--- src/rtl/vertical_zoom_line_store.sv ---
// Vertical zoom stage: circular line store feeding a replicate/decimate read FSM.
// States: IDLE wait for a line | READ stream slot rd_ptr | SKIP drop a decimated line | RELEASE free slot, step group
module vertical_zoom_line_store #(
  parameter int PIXEL_W     = 8,
  parameter int IMAGE_WIDTH = 4,
  parameter int NUM_LINES   = 3,
  parameter int MAX_FACTOR  = 4,
  localparam int FW = $clog2(MAX_FACTOR + 1),
  localparam int FL = $clog2(NUM_LINES + 1)
) (
  input  logic               clk,
  input  logic               rst,
  input  logic [1:0]         mode,
  input  logic [FW-1:0]      factor,
  input  logic [PIXEL_W-1:0] pixel_in,
  input  logic               pixel_valid_in,
  output logic               pixel_ready_out,
  output logic [PIXEL_W-1:0] pixel_out,
  output logic               pixel_valid_out,
  input  logic               pixel_ready_in,
  output logic               line_end_out,
  output logic [FL-1:0]      lines_stored
);
  localparam int CW = $clog2(IMAGE_WIDTH);
  localparam int PW = $clog2(NUM_LINES);
  localparam logic [CW-1:0] COL_LAST   = CW'(IMAGE_WIDTH - 1);
  localparam logic [PW-1:0] PTR_LAST   = PW'(NUM_LINES - 1);
  localparam logic [FL-1:0] STORE_FULL = FL'(NUM_LINES);
  localparam logic [FW-1:0] F_MAX      = FW'(MAX_FACTOR);
  localparam logic [FW-1:0] F_ONE      = FW'(1);
  localparam logic [1:0]    MODE_BYP   = 2'b00;
  localparam logic [1:0]    MODE_IN    = 2'b01;
  localparam logic [1:0]    MODE_OUT   = 2'b10;

  typedef enum logic [1:0] {IDLE, READ, SKIP, RELEASE} state_t;
  state_t state, state_nxt;

  logic [PIXEL_W-1:0] mem [NUM_LINES][IMAGE_WIDTH];
  logic [PW-1:0]      wr_ptr, rd_ptr;
  logic [CW-1:0]      wr_col, rd_col;
  logic [FL-1:0]      stored_nxt;
  logic [1:0]         eff_mode, req_mode, idle_mode, rel_mode;
  logic [FW-1:0]      eff_f, req_f, pass, grp_cnt, grp_nxt;
  logic               wr_fire, commit, release_line, advance, issue, replay;
  logic               group_end, idle_emit, rel_emit;
  logic               s1_valid, s1_last;
  logic [PIXEL_W-1:0] s1_data;

  assign pixel_ready_out = (lines_stored < STORE_FULL);
  assign wr_fire         = pixel_valid_in && pixel_ready_out;
  assign commit          = wr_fire && (wr_col == COL_LAST);
  assign release_line    = (state == RELEASE);
  assign advance         = !pixel_valid_out || pixel_ready_in;

  always_comb begin
    req_mode = (mode == 2'b11) ? MODE_BYP : mode;
    req_f    = factor;
    if (factor == '0)
      req_f = F_ONE;
    else if (factor > F_MAX)
      req_f = F_MAX;
    if (req_mode == MODE_BYP)
      req_f = F_ONE;
  end

  always_comb begin
    stored_nxt = lines_stored;
    if (commit && !release_line)
      stored_nxt = lines_stored + 1'b1;
    else if (!commit && release_line)
      stored_nxt = lines_stored - 1'b1;
  end

  always_ff @(posedge clk or posedge rst) begin
    if (rst) begin
      wr_ptr       <= '0;
      wr_col       <= '0;
      lines_stored <= '0;
    end else begin
      lines_stored <= stored_nxt;
      if (wr_fire) begin
        if (wr_col == COL_LAST) begin
          wr_col <= '0;
          wr_ptr <= (wr_ptr == PTR_LAST) ? '0 : wr_ptr + 1'b1;
        end else begin
          wr_col <= wr_col + 1'b1;
        end
      end
    end
  end

  always_ff @(posedge clk) begin
    if (wr_fire)
      mem[wr_ptr][wr_col] <= pixel_in;
    if (issue)
      s1_data <= mem[rd_ptr][rd_col];
  end

  // Group position decides emit vs drop; a new group picks up the live mode/factor.
  always_comb begin
    state_nxt = state;
    issue     = 1'b0;
    replay    = (eff_mode == MODE_IN) && ((pass + 1'b1) < eff_f);
    group_end = (eff_mode != MODE_OUT) || ((grp_cnt + 1'b1) >= eff_f);
    grp_nxt   = group_end ? '0 : grp_cnt + 1'b1;
    idle_mode = (grp_cnt == '0) ? req_mode : eff_mode;
    idle_emit = (idle_mode != MODE_OUT) || (grp_cnt == '0);
    rel_mode  = group_end ? req_mode : eff_mode;
    rel_emit  = (rel_mode != MODE_OUT) || (grp_nxt == '0);
    case (state)
      IDLE: begin
        if (lines_stored != '0) begin
          state_nxt = idle_emit ? READ : SKIP;
          issue     = idle_emit && advance;
        end
      end
      READ: begin
        if (advance) begin
          issue = 1'b1;
          if (rd_col == COL_LAST && !replay)
            state_nxt = RELEASE;
        end
      end
      SKIP:    state_nxt = RELEASE;
      RELEASE: begin
        if (stored_nxt == '0)
          state_nxt = IDLE;
        else
          state_nxt = rel_emit ? READ : SKIP;
      end
      default: state_nxt = IDLE;
    endcase
  end

  always_ff @(posedge clk or posedge rst) begin
    if (rst) begin
      state    <= IDLE;
      rd_ptr   <= '0;
      rd_col   <= '0;
      pass     <= '0;
      grp_cnt  <= '0;
      eff_mode <= MODE_BYP;
      eff_f    <= F_ONE;
    end else begin
      state <= state_nxt;
      if (state == IDLE && lines_stored != '0 && grp_cnt == '0) begin
        eff_mode <= req_mode;
        eff_f    <= req_f;
      end
      if (issue) begin
        if (rd_col == COL_LAST) begin
          rd_col <= '0;
          if (replay)
            pass <= pass + 1'b1;
        end else begin
          rd_col <= rd_col + 1'b1;
        end
      end
      if (release_line) begin
        rd_ptr  <= (rd_ptr == PTR_LAST) ? '0 : rd_ptr + 1'b1;
        pass    <= '0;
        grp_cnt <= grp_nxt;
        if (group_end) begin
          eff_mode <= req_mode;
          eff_f    <= req_f;
        end
      end
    end
  end

  // Two-stage read pipe stalls as a whole, so the output holds while valid && !ready.
  always_ff @(posedge clk or posedge rst) begin
    if (rst) begin
      s1_valid        <= 1'b0;
      s1_last         <= 1'b0;
      pixel_out       <= '0;
      pixel_valid_out <= 1'b0;
      line_end_out    <= 1'b0;
    end else if (advance) begin
      s1_valid        <= issue;
      s1_last         <= (rd_col == COL_LAST);
      pixel_valid_out <= s1_valid;
      line_end_out    <= s1_valid && s1_last;
      if (s1_valid)
        pixel_out <= s1_data;
    end
  end
endmodule

--- config.mk ---
export PLATFORM = sky130hd
export DESIGN_NAME = vertical_zoom_line_store
export DESIGN_NICKNAME = d
export VERILOG_FILES = /design/src/rtl/vertical_zoom_line_store.sv
export SDC_FILE = /design/constraint.sdc
export NUM_CORES = 1
export LEC_CHECK = 0
export ABC_AREA = 1
export CAP_MARGIN = 5
export CELL_PAD_IN_SITES_DETAIL_PLACEMENT = 0
export CELL_PAD_IN_SITES_GLOBAL_PLACEMENT = 1
export CORE_MARGIN = 2
export CORE_UTILIZATION = 30
export DETAILED_ROUTE_END_ITERATION = 8
export GPL_TIMING_DRIVEN = 0
export PLACE_DENSITY_LB_ADDON = 0.1
export SLEW_MARGIN = 30
export SYNTH_ARGS = -nofsm -noshare
export SYNTH_HDL_FRONTEND = slang
export SYNTH_SLANG_ARGS = --single-unit
--- constraint.sdc ---
create_clock -name clk -period 5.48 [get_ports clk]
set_clock_uncertainty 0.1 [all_clocks]
set_input_delay 1.096 -clock clk [delete_from_list [all_inputs] [get_ports clk]]
set_output_delay 1.096 -clock clk [all_outputs]
set_load 0.005 [all_outputs]
* Word-level counts from Yosys, hierarchy flattened
Memories as Yosys holds them, arrays and structs flattened.
Index checks and enable logic that the tools add are counted.
** Operators by class
- Reduce and logical (&&, ||, !) cells :: 33
- Muxes and demuxes :: 40
- Equality and inequality tests :: 15
- Add/sub/neg operators :: 8
- Bitwise operators :: 2
- Order comparisons :: 7
** Operator list (number)
- $mux W2 :: 18
- $mux W3 :: 11
- $mux W32 :: 1
- $mux W8 :: 3
- $bmux W8 S2 :: 1
- $demux W8 S2 :: 1
- $eq A2 B2 Y1 const B :: 7
- $ne A2 B2 Y1 const B :: 6
- $logic_and A1 B1 Y1 :: 11
- $add A2 B1 Y2 const B :: 5
- $logic_not A3 Y1 :: 3
- $pmux W2 S4 :: 1
- $reduce_bool A2 Y1 :: 4
- $add A3 B1 Y3 const B :: 2
- $ge A3 B3 Y1 const B :: 2
- $logic_not A2 Y1 :: 3
- $not A2 Y3 :: 2
- $reduce_and A3 Y1 :: 2
- $eq A2 B1 Y1 const B :: 2
- $logic_not A1 Y1 :: 4
- $logic_or A1 B1 Y1 :: 4
- $reduce_and A2 Y1 :: 2
- $ge A3 B3 Y1 :: 1
- $gt A3 B3 Y1 const B :: 1
- 6 further kinds :: 8
** Word-level totals
- Flip-flop bits (word level) :: 43
- Word-level logic and storage cells :: 122
- Bits in writable memories :: 96
- Memories kept :: 1
- Output and inout port bits :: 13
** Memories
- mem :: depth 3, width 32, rd ports 1, clocked after memory_dff 0, write ports 1, RTL line 38 : logic [PIXEL_W-1:0] mem [NUM_LINES][IMAGE_WIDTH];

* Logic depth before layout (Yosys ltp)
- Depth after elaboration :: 10
- Gate-level depth with buffers :: 16

* Least setup slack after synthesis
OpenSTA, ideal clock, no wires.
- Kind :: input to register
- Start :: input port pixel_valid_in
- End :: memory mem[2][10] (netlist name) (enable)
- Path buffers :: 0
- Setup time :: 0.370 ns
- Required time :: 5.010 ns
- Arrival :: 1.726 ns
- Stages on the path :: 4
- Path slack :: 3.284 ns
- Cell sequence :: nand2_1 -> inv_1 -> nand2_1 -> nor2_1
** Between the ends
- Cells in the longest elaborated chain, start to end :: 3
** RTL lines
- from (decl) :: RTL line 16 : input logic pixel_valid_in,
- $logic_and A1 B1 Y1 :: RTL line 50 : assign wr_fire = pixel_valid_in && pixel_ready_out;
- $mux W1 :: RTL line 93 : if (wr_fire)
- $mux W32 (not written as such) :: RTL line 94 : mem[wr_ptr][wr_col] <= pixel_in;
- to (decl) :: RTL line 38
No other way between the ends.

* Worst setup path after layout
- Start :: register lines_stored[0]
- End :: output port pixel_ready_out
** Between the ends
- Cells in the longest elaborated chain, start to end :: 1
** RTL lines
- from (decl) :: RTL line 22 : output logic [FL-1:0] lines_stored
- from (signal assigned) :: RTL line 80 : lines_stored <= stored_nxt;
- $lt A2 B2 Y1 :: RTL line 49 : assign pixel_ready_out = (lines_stored < STORE_FULL);
- to (decl) :: RTL line 17 : output logic pixel_ready_out,
No other way between the ends.

==> summary.txt <==
Run status
  • Status: complete, no violations

Routing
  • Via/cell ratio: 4.530
  • Post-DRT Antenna Nets: 0
  • Initial DRT Pass Iterations: 5
  • Starting DRT DRC Count: 214
  • Via count: 3796
  • DRC viols: 0
  • Drt wl/cell: 16.97 um
  • WL final: 14.23 mm

Worst setup path
  • CP cell instances: ha_1 -> inv_2 -> clkdlybuf4s50_1
  • R2R depth: 6
  • Worst reg2reg path endpoint: mem[0][21]
  • Critical path class: reg -> out
  • Slowest stage delay, CP: 0.51 ns
  • R2R setup slack: 3.21 ns
  • CP max stage cell: clkdlybuf4s50_1
  • CP bufs+invs: 2
  • Worst-path maximum fanout: 4
  • Crit path DAT: 1.65 ns
  • CP top delay family: buffers and inverters
  • Worst setup SP type: register
  • Worst r2r src: lines_stored[0]
  • CP endpoint kind: primary output
  • Critical Path RT: 4.28 ns

Run
  • Max-cap violation count: 0

Floorplan
  • I/O pin count: 30
  • Starting Density: 30.42%
  • Core area: 19400 um^2
  • Die Span Y: 144.2 um
  • Num rows: 51
  • Die X: 144.2 um
  • Area of the die: 20810 um^2

STA
  • Max Slew Vio Count: 0
  • Setup TNS Final: 0 ns
  • Crit share post-route: 51.94%
  • Fmax achieved: 0.3513 GHz
  • Final hold vios: 0
  • Max_slew headroom: 38.85%
  • Finish-stage setup viols: 0
  • Slew of the pin with the lowest slew margin: 0.9138 ns
  • Worst hold slack: 0.3776 ns
  • RSZ-0062 raised after global routing: no
  • Period minus WS final: 2.847 ns

Worst hold path
  • Hold Startpoint: s1_data[4]
  • HP Class: reg -> reg
  • WHS Path Cells: 1
  • Hold EP: pixel_out[4]

Synthesis
  • Sequential share of the synthesized area: 67.79%
  • Syn_nets: 548
  • Post-Syn Area: 5901 um^2
  • Yosys warns: 0
  • Mapped Cells: 511
  • Netlist cell types: 31
  • Post-Synthesis Mean Instance Area: 11.55 um^2
  • Register bit total from synthesis: 139

Clock tree
  • Setup Buffers After CTS: 0
  • Clock Tree Buf Depth: 2
  • CTS Hold Bufs: 0
  • Root Buffer: clkbuf_16
  • Clock sink count: 139
  • Clock latency on the worst-skew pair: 0.43 ns
  • CTS tree: built
  • H-tree depth: 4
  • Worst-path clk slew: 0.06 ns
  • Count of cells resized by post-cts repair: 0
  • CTS Buf Count: 17

Placed design
  • RD Place Congestion: 0.7202
  • Dpl hpwl: 9.549 mm
  • Port Buffers: 29

Global routing
  • GR Layer Usage met1: 19.97%
  • Met3 global-route usage: 4.040%
  • Met2 track demand over resource: 22.51%
  • Vias in the first global route: 3693
  • Most Crowded Layer GR: met2
  • GRT Util Overall: 14.74%
  • Global-route wire length before repair: 21.84 mm
  • Total grt overflow: 0
  • Largest net degree at the start of global routing: 27
  • Initial antenna violation count: 0

Finish
  • Syn-to-layout area delta: 20.95%
  • Nets: 597
  • FILL cells: 1939
  • Layout cell share with drive strength beyond 1: 13.96%
  • N_diodes: 0

Pwr
  • Cell area power density: 560.7 nW/um^2
  • Leakage: 2.776 nW
  • Final Power: 4.001 mW
  • Max IR drop VDD: 0.1915 mV
## metrics by stage
step,cell area (um^2),setup WS [ns],utilization [%],std cells
3_3_place_gp,6523,2.243,33.62,805
4_1_cts,7134,2.598,36.78,838
5_1_grt,7137,2.564,36.79,838
2_1_floorplan,5901,3.284,-,511
3_5_place_dp,6548,2.232,33.75,806
6_report,7137,2.633,36.79,838
## worst max-delay path by stage
stage                                 end  slack (ns)  cells past startpoint       startpoint
after floorplan                mem[2][10]        3.28                      4   pixel_valid_in
after global placement         mem[0][18]        2.24                      5   pixel_valid_in
after detailed placement       mem[0][18]        2.23                      5   pixel_valid_in
after CTS                 pixel_ready_out        2.60                      3  lines_stored[0]
after global routing      pixel_ready_out        2.56                      3  lines_stored[0]
final                     pixel_ready_out        2.63                      3  lines_stored[0]
## layout make-up
| class | instances | area [um^2] | share of cell area [%] |
|---|---|---|---|
| buffer | 16 | 90.09 | 1.262 |
| clock buffer | 18 | 429.2 | 6.013 |
| clock inverter | 14 | 157.7 | 2.209 |
| inverter | 43 | 162.7 | 2.279 |
| multi-input combinational | 313 | 1655 | 23.19 |
| sequential | 139 | 4000 | 56.05 |
| tap | 265 | 331.6 | 4.646 |
| timing repair buffer | 30 | 310.3 | 4.348 |
## cell usage after synthesis
master    count  area, um^2
mux2_2        8       90.09
xor2_1        2       17.52
nor2_4        2       22.52
clkinv_2      1       5.000
o21ai_1       6       30.03
edfxtp_1    104        3123
o31ai_1       2       15.01
clkinv_1      1       3.750
buf_2         9       45.04
nor3_2        1       10.01
nor2_2        4       25.02
dfstp_2       1       26.28
inv_1        34       127.6
ha_1         20       250.2
nand4_1       2       12.51
nand2_2       5       31.28
nor3_1        2       10.01
nand3_4       1       17.52
a21oi_1      38       190.2
a21oi_2       1       8.760
nand3b_1      1       7.510
nand3_1      56       280.3
buf_6         1       11.26
inv_2         7       26.28
dfrtp_1      34       850.8
o21ai_0      13       65.06
nand2_1     125       469.2
nor2_1       23       86.33
clkbuf_1      3       11.26
a31o_1        1       8.760
buf_4         3       22.52
## per-layer routing
metal	vias up	wire length [um]
met5	-	0
met4	0	344
met3	24	623
met2	83	6375
met1	1834	6882
li1	1855	-
## power breakdown
part	switching (mW)	internal (mW)
Clock	0.474	0.679
Sequential	0.0912	1.38
Combinational	0.895	0.480
Total	1.46	2.54
## logic make-up after synthesis
group | synth area share [%]
multiplexers | 1.527
buffers and inverters | 4.283
flip-flops | 67.79
XOR/XNOR | 0.2969
adder cells (fa/ha/maj) | 4.241
AND/OR/NAND/NOR | 16.48
AO/OA/AOI/OAI | 5.386
## registers in the layout (all words and copies together), names as in the netlist, 3 cells and up
register and count:
eff_f 3, pixel_out 8, s1_data 8, grp_cnt 3, mem 96, pass 3
## cells in the final DEF (no fill, tap or decap), drive strengths merged
cell type,instances
buf,14
bufinv,2
nand3,57
inv,48
o31ai,2
nor3,3
a31o,1
clkinvlp,3
xor2,2
dfstp,1
dfrtp,34
nand3b,1
clkinv,4
mux2,8
clkbuf,21
ha,20
nand4,2
o21ai,19
nand2,130
edfxtp,104
clkdlybuf4s50,29
nor2,29
a21oi,39
(Power assumes the default switching activity.)
